--- src/rtl/id_ex_control_stage_if.sv ---
// id_ex_control_stage_if: IF/ID-to-EX handshake and ID/EX control bundle
interface id_ex_control_stage_if;
  logic        if_id_valid;
  logic [31:0] if_id_instruction;
  logic        id_ready;
  logic        flush;
  logic        ex_ready;
  logic        id_ex_valid;
  logic [3:0]  id_ex_alu_op;
  logic [1:0]  id_ex_mux_sel;
  logic        id_ex_read_mem;
  logic        id_ex_write_mem;
  logic        id_ex_write_reg;
  logic        id_ex_branch;
  logic [4:0]  id_ex_rd;
  logic        mac_busy;
  logic        illegal_instr;
  modport master (
    output if_id_valid, if_id_instruction, flush, ex_ready,
    input  id_ready, id_ex_valid, id_ex_alu_op, id_ex_mux_sel, id_ex_read_mem,
           id_ex_write_mem, id_ex_write_reg, id_ex_branch, id_ex_rd, mac_busy, illegal_instr
  );
  modport slave (
    input  if_id_valid, if_id_instruction, flush, ex_ready,
    output id_ready, id_ex_valid, id_ex_alu_op, id_ex_mux_sel, id_ex_read_mem,
           id_ex_write_mem, id_ex_write_reg, id_ex_branch, id_ex_rd, mac_busy, illegal_instr
  );
endinterface

--- src/rtl/id_ex_control_stage.sv ---
// id_ex_control_stage: registered decode with load-use stall, flush and MAC occupancy
module id_ex_control_stage #(
  parameter int MAC_CYCLES    = 3,
  parameter bit ENABLE_MAC    = 1'b1,
  parameter bit ENABLE_HAZARD = 1'b1
) (
  input logic clk,
  input logic rst_n,
  id_ex_control_stage_if.slave bus
);
  localparam int CW = (MAC_CYCLES > 1) ? $clog2(MAC_CYCLES) : 1;
  typedef enum logic {ST_RUN, ST_MAC} state_t;
  typedef struct packed {
    logic       valid;
    logic [3:0] alu_op;
    logic [1:0] mux_sel;
    logic       read_mem;
    logic       write_mem;
    logic       write_reg;
    logic       branch;
    logic [4:0] rd;
  } entry_t;
  localparam entry_t BUBBLE = '{1'b0, 4'hF, 2'b00, 1'b0, 1'b0, 1'b0, 1'b0, 5'd0};
  state_t        state_q, state_d;
  logic [CW-1:0] cnt_q, cnt_d;
  entry_t        entry_q, entry_d, dec;
  logic          illegal_q, illegal_d;
  logic          legal, use_rs1, use_rs2, is_mac;
  logic          hazard, slot_free, accept;
  logic [6:0]    op, f7;
  logic [2:0]    f3;
  logic [4:0]    rs1, rs2;
  assign op  = bus.if_id_instruction[6:0];
  assign f3  = bus.if_id_instruction[14:12];
  assign f7  = bus.if_id_instruction[31:25];
  assign rs1 = bus.if_id_instruction[19:15];
  assign rs2 = bus.if_id_instruction[24:20];
  // decode the IF/ID instruction into a candidate entry plus source usage
  always_comb begin
    dec       = BUBBLE;
    dec.valid = 1'b1;
    dec.rd    = bus.if_id_instruction[11:7];
    legal     = 1'b0;
    use_rs1   = 1'b0;
    use_rs2   = 1'b0;
    is_mac    = 1'b0;
    case (op)
      7'b0110011: begin
        dec.alu_op    = (f7 == 7'b0000000) ? ((f3 == 3'b000) ? 4'd0 : (f3 == 3'b001) ? 4'd5 :
                                              (f3 == 3'b110) ? 4'd4 : (f3 == 3'b111) ? 4'd3 : 4'd15) :
                        (f7 == 7'b0100000) ? ((f3 == 3'b000) ? 4'd1 : (f3 == 3'b101) ? 4'd6 : 4'd15) : 4'd15;
        dec.write_reg = 1'b1;
        legal         = dec.alu_op != 4'd15;
        use_rs1       = 1'b1;
        use_rs2       = 1'b1;
      end
      7'b0010011: begin
        dec.alu_op    = (f3 == 3'b000) ? 4'd2 : (f3 == 3'b110) ? 4'd12 : (f3 == 3'b111) ? 4'd11 : 4'd15;
        dec.mux_sel   = 2'b10;
        dec.write_reg = 1'b1;
        legal         = dec.alu_op != 4'd15;
        use_rs1       = 1'b1;
      end
      7'b0000011: begin
        dec.alu_op    = 4'd7;
        dec.mux_sel   = 2'b10;
        dec.read_mem  = 1'b1;
        dec.write_reg = 1'b1;
        legal         = 1'b1;
        use_rs1       = 1'b1;
      end
      7'b0100011: begin
        dec.alu_op    = 4'd8;
        dec.mux_sel   = 2'b10;
        dec.write_mem = 1'b1;
        legal         = 1'b1;
        use_rs1       = 1'b1;
        use_rs2       = 1'b1;
      end
      7'b1100011: begin
        dec.alu_op    = 4'd9;
        dec.mux_sel   = 2'b11;
        dec.branch    = 1'b1;
        legal         = 1'b1;
        use_rs1       = 1'b1;
        use_rs2       = 1'b1;
      end
      7'b1111111: begin
        dec.alu_op    = 4'd10;
        dec.write_reg = 1'b1;
        legal         = ENABLE_MAC && f7 == 7'b0 && f3 == 3'b0;
        is_mac        = 1'b1;
        use_rs1       = 1'b1;
        use_rs2       = 1'b1;
      end
      default: legal = 1'b0;
    endcase
  end
  // handshake, hazard detection, next entry and sequencer next state
  always_comb begin
    hazard    = ENABLE_HAZARD && entry_q.valid && entry_q.read_mem && entry_q.rd != 5'd0 &&
                ((use_rs1 && entry_q.rd == rs1) || (use_rs2 && entry_q.rd == rs2));
    slot_free = ~entry_q.valid | bus.ex_ready;
    accept    = bus.if_id_valid && state_q == ST_RUN && !hazard && slot_free && !bus.flush;
    entry_d   = (bus.flush || slot_free) ? ((accept && legal) ? dec : BUBBLE) : entry_q;
    illegal_d = accept && !legal;
    state_d   = state_q;
    cnt_d     = cnt_q;
    if (bus.flush) begin
      state_d = ST_RUN;
      cnt_d   = '0;
    end else if (state_q == ST_RUN) begin
      if (accept && legal && is_mac && MAC_CYCLES > 1) begin
        state_d = ST_MAC;
        cnt_d   = CW'(MAC_CYCLES - 1);
      end
    end else begin
      state_d = (cnt_q == CW'(1)) ? ST_RUN : ST_MAC;
      cnt_d   = (cnt_q == CW'(1)) ? '0 : cnt_q - CW'(1);
    end
  end
  // state, ID/EX entry and illegal pulse registers
  always_ff @(posedge clk or negedge rst_n) begin
    if (!rst_n) begin
      state_q   <= ST_RUN;
      cnt_q     <= '0;
      entry_q   <= BUBBLE;
      illegal_q <= 1'b0;
    end else begin
      state_q   <= state_d;
      cnt_q     <= cnt_d;
      entry_q   <= entry_d;
      illegal_q <= illegal_d;
    end
  end
  assign bus.id_ready        = state_q == ST_RUN && !hazard && slot_free && !bus.flush;
  assign bus.id_ex_valid     = entry_q.valid;
  assign bus.id_ex_alu_op    = entry_q.alu_op;
  assign bus.id_ex_mux_sel   = entry_q.mux_sel;
  assign bus.id_ex_read_mem  = entry_q.read_mem;
  assign bus.id_ex_write_mem = entry_q.write_mem;
  assign bus.id_ex_write_reg = entry_q.write_reg;
  assign bus.id_ex_branch    = entry_q.branch;
  assign bus.id_ex_rd        = entry_q.rd;
  assign bus.mac_busy        = state_q == ST_MAC;
  assign bus.illegal_instr   = illegal_q;
endmodule

--- src/flat_wrapper.sv ---
// flat-port wrapper written by rule: the top's interface ports become plain ports
module id_ex_control_stage_flat 
#(
  parameter int MAC_CYCLES    = 3,
  parameter bit ENABLE_MAC    = 1'b1,
  parameter bit ENABLE_HAZARD = 1'b1
)
  (clk, rst_n, bus_if_id_valid, bus_if_id_instruction, bus_flush, bus_ex_ready, bus_id_ready, bus_id_ex_valid, bus_id_ex_alu_op, bus_id_ex_mux_sel, bus_id_ex_read_mem, bus_id_ex_write_mem, bus_id_ex_write_reg, bus_id_ex_branch, bus_id_ex_rd, bus_mac_busy, bus_illegal_instr);
  id_ex_control_stage_if bus_i ();
  input logic clk;
  input logic rst_n;
  input wire logic [$bits(bus_i.if_id_valid)-1:0] bus_if_id_valid;
  input wire logic [$bits(bus_i.if_id_instruction)-1:0] bus_if_id_instruction;
  input wire logic [$bits(bus_i.flush)-1:0] bus_flush;
  input wire logic [$bits(bus_i.ex_ready)-1:0] bus_ex_ready;
  output wire logic [$bits(bus_i.id_ready)-1:0] bus_id_ready;
  output wire logic [$bits(bus_i.id_ex_valid)-1:0] bus_id_ex_valid;
  output wire logic [$bits(bus_i.id_ex_alu_op)-1:0] bus_id_ex_alu_op;
  output wire logic [$bits(bus_i.id_ex_mux_sel)-1:0] bus_id_ex_mux_sel;
  output wire logic [$bits(bus_i.id_ex_read_mem)-1:0] bus_id_ex_read_mem;
  output wire logic [$bits(bus_i.id_ex_write_mem)-1:0] bus_id_ex_write_mem;
  output wire logic [$bits(bus_i.id_ex_write_reg)-1:0] bus_id_ex_write_reg;
  output wire logic [$bits(bus_i.id_ex_branch)-1:0] bus_id_ex_branch;
  output wire logic [$bits(bus_i.id_ex_rd)-1:0] bus_id_ex_rd;
  output wire logic [$bits(bus_i.mac_busy)-1:0] bus_mac_busy;
  output wire logic [$bits(bus_i.illegal_instr)-1:0] bus_illegal_instr;
  assign bus_i.if_id_valid = bus_if_id_valid;
  assign bus_i.if_id_instruction = bus_if_id_instruction;
  assign bus_i.flush = bus_flush;
  assign bus_i.ex_ready = bus_ex_ready;
  assign bus_id_ready = bus_i.id_ready;
  assign bus_id_ex_valid = bus_i.id_ex_valid;
  assign bus_id_ex_alu_op = bus_i.id_ex_alu_op;
  assign bus_id_ex_mux_sel = bus_i.id_ex_mux_sel;
  assign bus_id_ex_read_mem = bus_i.id_ex_read_mem;
  assign bus_id_ex_write_mem = bus_i.id_ex_write_mem;
  assign bus_id_ex_write_reg = bus_i.id_ex_write_reg;
  assign bus_id_ex_branch = bus_i.id_ex_branch;
  assign bus_id_ex_rd = bus_i.id_ex_rd;
  assign bus_mac_busy = bus_i.mac_busy;
  assign bus_illegal_instr = bus_i.illegal_instr;
  id_ex_control_stage #(.MAC_CYCLES(MAC_CYCLES), .ENABLE_MAC(ENABLE_MAC), .ENABLE_HAZARD(ENABLE_HAZARD)) u_core (.clk(clk), .rst_n(rst_n), .bus(bus_i));
endmodule
--- config.mk ---
export PLATFORM = sky130hd
export DESIGN_NAME = id_ex_control_stage_flat
export DESIGN_NICKNAME = d
export VERILOG_FILES = /design/src/rtl/id_ex_control_stage_if.sv /design/src/rtl/id_ex_control_stage.sv /design/src/flat_wrapper.sv
export SDC_FILE = /design/constraint.sdc
export NUM_CORES = 1
export LEC_CHECK = 0
export ABC_CLOCK_PERIOD_IN_PS = 4750
export CAP_MARGIN = 20
export CORE_UTILIZATION = 35
export DETAILED_ROUTE_END_ITERATION = 7
export PLACE_DENSITY = 0.69
export RECOVER_POWER = 100
export SETUP_SLACK_MARGIN = 0.15
export SYNTH_ARGS = -nofsm -noshare
export SYNTH_HDL_FRONTEND = slang
export SYNTH_SLANG_ARGS = --single-unit
--- constraint.sdc ---
create_clock -name clk -period 4.75 [get_ports clk]
set_input_delay 0.475 -clock clk [delete_from_list [all_inputs] [get_ports clk]]
set_output_delay 0.475 -clock clk [all_outputs]
set_load 0.03 [all_outputs]
# Word level (Yosys, flattened, before mapping)
# Cells that the tools add are included.
[totals]
ramBits = 0
output_inout_bits = 19
mem_bits_ro = 0
latchBits = 0
mem_count = 0
regBits = 20
word_cells = 91
input_bits = 37
[op_classes]
add_sub_neg = 1
reduce_logical = 30
eq_ne = 16
div = 0
n_bitwise = 3
order_cmp = 0
n_mux = 30
mul = 0
shifts = 0
[op_table]
columns = ["cell", "count"]
rows = [
  ["two-way mux 4 bit", 10],
  ["one-hot mux 4 bit (6 select lines)", 1],
  ["equality test 7 x 6 -> 1 bit (second input constant)", 3],
  ["logical AND 1 bit", 16],
  ["two-way mux 16 bit", 1],
  ["equality test 7 bit (second input constant)", 2],
  ["two-way mux 1 bit", 11],
  ["equality test 5 bit", 2],
  ["equality test 3 bit (second input constant)", 3],
  ["two-way mux 2 bit", 4],
  ["inequality test 4 bit (second input constant)", 2],
  ["OR reduction 4 bit", 2],
  ["equality test 7 x 2 -> 1 bit (second input constant)", 1],
  ["equality test 7 x 5 -> 1 bit (second input constant)", 1],
  ["logical NOT 7 bit", 1],
  ["OR reduction 3 bit", 2],
  ["OR reduction 6 bit", 1],
  ["nonzero test 5 bit", 1],
  ["one-hot mux 1 bit (4 select lines)", 1],
  ["one-hot mux 2 bit (2 select lines)", 1],
  ["equality test 3 x 1 -> 1 bit (second input constant)", 1],
  ["logical NOT 1 bit", 3],
  ["logical NOT 3 bit", 1],
  ["two-way mux 3 bit", 1],
  ["other kinds (6)", 8],
]

# Longest topological paths before layout
[logic_depth]
depth_word = 15
depth_mapped = 8
ltp_nobuf = 6

# Worst setup path before layout
# Ideal clock, no wire load.
[synth_path]
path_type = "register to output"
from = "reg u_core.entry_q (netlist bit u_core.bus.id_ex_rd[2])"
to = "out bus_id_ready"
t_arrival_ns = 2.630
n_path_buf = 0
path_stages_with_launch = 6
setup_slack_ns = 1.645
required_time_ns = 4.275
path_cell_list = "dfrtp_1 > or4_1 > o2111ai_2 > nor4_2 > or2_2 > nor4_1"
[synth_via]
elab_chain_len = 8
word_cells_on_any_way = 12
classes_between = "2 x eq/ne; 10 x reduce/logical"
[synth_lines]
columns = ["element", "line", "text"]
rows = [
  ["start: declaration", "id_ex_control_stage.sv:26", "entry_t entry_q, entry_d, dec;"],
  ["start signal: assignment", "id_ex_control_stage.sv:132", "entry_q <= entry_d;"],
  ["equality test 5 bit", "id_ex_control_stage.sv:102", "((use_rs1 && entry_q.rd == rs1) || (use_rs2 && entry_q.rd == rs2));"],
  ["logical AND 1 bit", "id_ex_control_stage.sv:102", ""],
  ["logical OR 1 bit", "id_ex_control_stage.sv:102", ""],
  ["logical AND 1 bit *", "id_ex_control_stage.sv:101", "hazard = ENABLE_HAZARD && entry_q.valid && entry_q.read_mem && entry_q.rd != 5'd0 &&"],
  ["logical NOT 1 bit *", "id_ex_control_stage.sv:136", "assign bus.id_ready = state_q == ST_RUN && !hazard && slot_free && !bus.flush;"],
  ["logical AND 1 bit * (3 in series)", "id_ex_control_stage.sv:136", ""],
  ["end: declaration", "flat_wrapper.sv:16", "output wire logic [$bits(bus_i.id_ready)-1:0] bus_id_ready;"],
]
# Mark *: on every way between the ends. The rest lies on a longest branch, timed or not.

# Worst setup path in the final report
[layout_path]
from = "in bus_if_id_instruction[5]"
to = "out bus_id_ready"
[layout_via]
elab_chain_len = 10
word_cells_on_any_way = 18
classes_between = "6 x eq/ne; 2 x mux; 10 x reduce/logical"
[layout_lines]
columns = ["element", "line", "text"]
rows = [
  ["start: declaration", "flat_wrapper.sv:13", "input wire logic [$bits(bus_i.if_id_instruction)-1:0] bus_if_id_instruction;"],
  ["equality test 7 x 6 -> 1 bit, or another cell as far along", "id_ex_control_stage.sv:47", "case (op)"],
  ["OR reduction 6 bit (no line) / OR reduction 4 bit (equally long branches)", "--", ""],
  ["two-way mux 1 bit", "id_ex_control_stage.sv:47", ""],
  ["logical AND 1 bit", "id_ex_control_stage.sv:102", ""],
  ["logical OR 1 bit *", "id_ex_control_stage.sv:102", ""],
  ["logical AND 1 bit *", "id_ex_control_stage.sv:101", ""],
  ["logical NOT 1 bit *", "id_ex_control_stage.sv:136", ""],
  ["logical AND 1 bit * (3 in series)", "id_ex_control_stage.sv:136", ""],
]
# Marked as above.

==> impl_metrics.toml <==
[placement]
dp_hpwl_mm = 2.753
port-buffer-count = 55
place_area_um2 = 1899
pre_cts_slack_ps = 1275
gp_congestion = 0.8474
place_inst = 243

[layout]
largest_reg_flops = 5
final_cell_area_um2 = 1923
fin_cells = 247
area_delta_synth_final_pct = 43.51
multi_input_area_um2 = 772.0
drive_gt1_share_pct = 9.548
fin_util_pct = 52.53
antennaDiodeCount = 0
layout.area.seq_um2 = 480.5
fin_nets = 238
fill_cells = 348

[floorplan]
num_io_pins = 56
die_x_um = 63.88
rows = 22
die_area_um2 = 4080
core_um2 = 3661
die_h_um = 63.88
initial_core_util_pct = 36.60

[routing]
wl_mm = 3.479
drtIter0Drc = 42
drtAntennaViolNets = 0
dr.pass1.iters = 4
vias = 1312
routed_via_density = 5.312
wl_per_cell_um = 14.09
post-route-drc-count = 0

[timing]
setup_slack_ps = 926.9
min_period_over_period_pct = 80.49
whs_ps = 489.0
setup_viol = 0
fmaxAchievable_ghz = 0.2616
finalClockSkew_ps = 2.263
finalCriticalPeriod_ps = 3823
slew_headroom_pct = 42.42
final.setup.tns_ps = 0
rsz0062_at_grt = "false"
hold_violations = 0
worstMarginPinSlew_ps = 860.8
timing.final.max_slew_violations = 0

[clock_tree]
clockBufferDepth = 2
hold_buffers = 0
clk_latency_ps = 250
cts-resized-gates = 0
postCtsSetupBuffers = 0
cts_tree = "yes"
cts-root-buf = "clkbuf_8"
clk_pin_slew_ps = 70
cts.sinks = 19
cts_inserted_buffers = 3
htreeDepth = 1

[synth]
yosysWarningCount = 0
synth.most_common_cell = "nand2_1"
ys_seq_area_share_pct = 35.85
synth-seq-cells = 19
synth_top_area_share_pct = 28.01
synthArstFlopShare_pct = 100.0
synth_top_cell_by_area = "dfrtp_1"
synth_edf_count = 0
syn_avg_cell_area_um2 = 9.054
syn_inst = 148
yosys-top-cells-count = "nand2_1 (16), dfrtp_1 (15), nor2_1 (15)"
synth_fp_nets = 186
syn_area_um2 = 1340
ys_top_cells_by_area = "dfrtp_1 (28%), dfstp_2 (7.8%), xnor2_1 (7.2%), nand2_1 (4.5%), nor2_1 (4.2%)"
synth_top_flop_cell = "dfrtp_1"
ys_types = 54

[pwr]
pwr_density_cell_nw_per_um2 = 181.6
finalPower_mw = 0.3493
p_leak_nw = 0.7532
worst_ir_drop_vdd_uv = 90.50

[global_routing]
grt_usage_pct = 18.58
antenna_found_initial = 0
grt_max_degree = 20
overflow = 0
grt_pass1_vias = 1309
grt_pass1_wl_mm = 6.030

[setup_path]
crit_path_max_incr_delay_ps = 890
crit_required_ps = 4280
path_cells = "dlygate4sd3_1 > nand2b_2 > a211o_1 > a2111oi_0 > or2_2 > nor4_1 > clkdlybuf4s50_1"
cp_slowest_cell = "dlygate4sd3_1"
cp.arrival_ps = 3350
crit_path_start_kind = "input pin"
critPathKind = "input pin to output port"
critical-path-top-delay-family = "buffers and inverters"
crit_fanout = 17
crit_buf_inv = 2
worstSetupEndpointType = "output port"

[status]
outcome = "finished clean"

[flow_run]
drv_cap = 0

[hold_path]
hp-class = "flip-flop to flip-flop"
## per-layer routing
metal / GRT usage (%) / part of all wire [%] / vias to the layer above
met1: 24.33 / 46 / 620
met2: 32.05 / 50 / 41
met3: 2.679 / 3.7 / 4
li1: - / - / 647
met5: 0 / 0 / -
met4: 4.261 / 0.60 / 0
## layout by cell type (no fill, tap or decap), drive strengths merged, types with 3 or more instances in the layout
cell type,netlist,final
dlygate4sd3,0,20
dfrtp,15,15
nand2,16,16
nand2b,3,3
a21oi,8,8
clkbuf,5,4
nor2,15,15
inv,4,4
a22o,6,6
and2,4,4
dfstp,4,4
xnor2,11,11
o21ai,5,5
nor3,8,8
clkdlybuf4s50,0,35
## logic make-up after synthesis
group,count (synthesis),share of synthesized area (%)
flip-flops,19,35.85
multiplexers,1,0.7470
AO/OA/AOI/OAI,39,24.09
XOR/XNOR,12,7.843
adder cells (fa/ha/maj),1,0.9336
buffers and inverters,12,4.948
AND/OR/NAND/NOR,64,25.58
## layout make-up
class,instances,area share (%)
sequential,19,24.98
tap,48,3.123
inverter,4,0.7807
multi-input combinational,117,40.14
clock buffer,4,2.342
timing repair buffer,55,28.63
## worst paths after layout
path / from / endpoint / slack (ps) / depth (start not counted)
max in group asynchronous: rst_n / u_core.bus.id_ex_rd[1]$_DFFE_PN0P_ / 3440 / 1
worst min register to register: u_core.bus.id_ex_write_mem$_DFFE_PN0P_ / u_core.bus.id_ex_write_mem$_DFFE_PN0P_ / 490 / 2
worst max-delay path: bus_if_id_instruction[5] / bus_id_ready / 930 / 7
min in group asynchronous: rst_n / u_core.bus.id_ex_mux_sel[0]$_DFFE_PN0P_ / 780 / 1
worst min-delay path: u_core.bus.id_ex_write_mem$_DFFE_PN0P_ / u_core.bus.id_ex_write_mem$_DFFE_PN0P_ / 490 / 2
worst max register to register: u_core.bus.id_ex_rd[2]$_DFFE_PN0P_ / u_core.bus.id_ex_write_reg$_DFFE_PN0P_ / 2210 / 6
## where the power goes
group / internal [mW] / switching (mW) / total (mW)
sequential: 0.163 / 0.000571 / 0.163
combinational: 0.0402 / 0.0322 / 0.0724
clock: 0.0595 / 0.0539 / 0.113
## worst min-delay path, cell delays in order, from the launching register on
cell,delay (ps)
dfrtp_1,350
nand2_1,50
o41ai_1,60
Note: power is estimated with default switching activity, not from simulation.
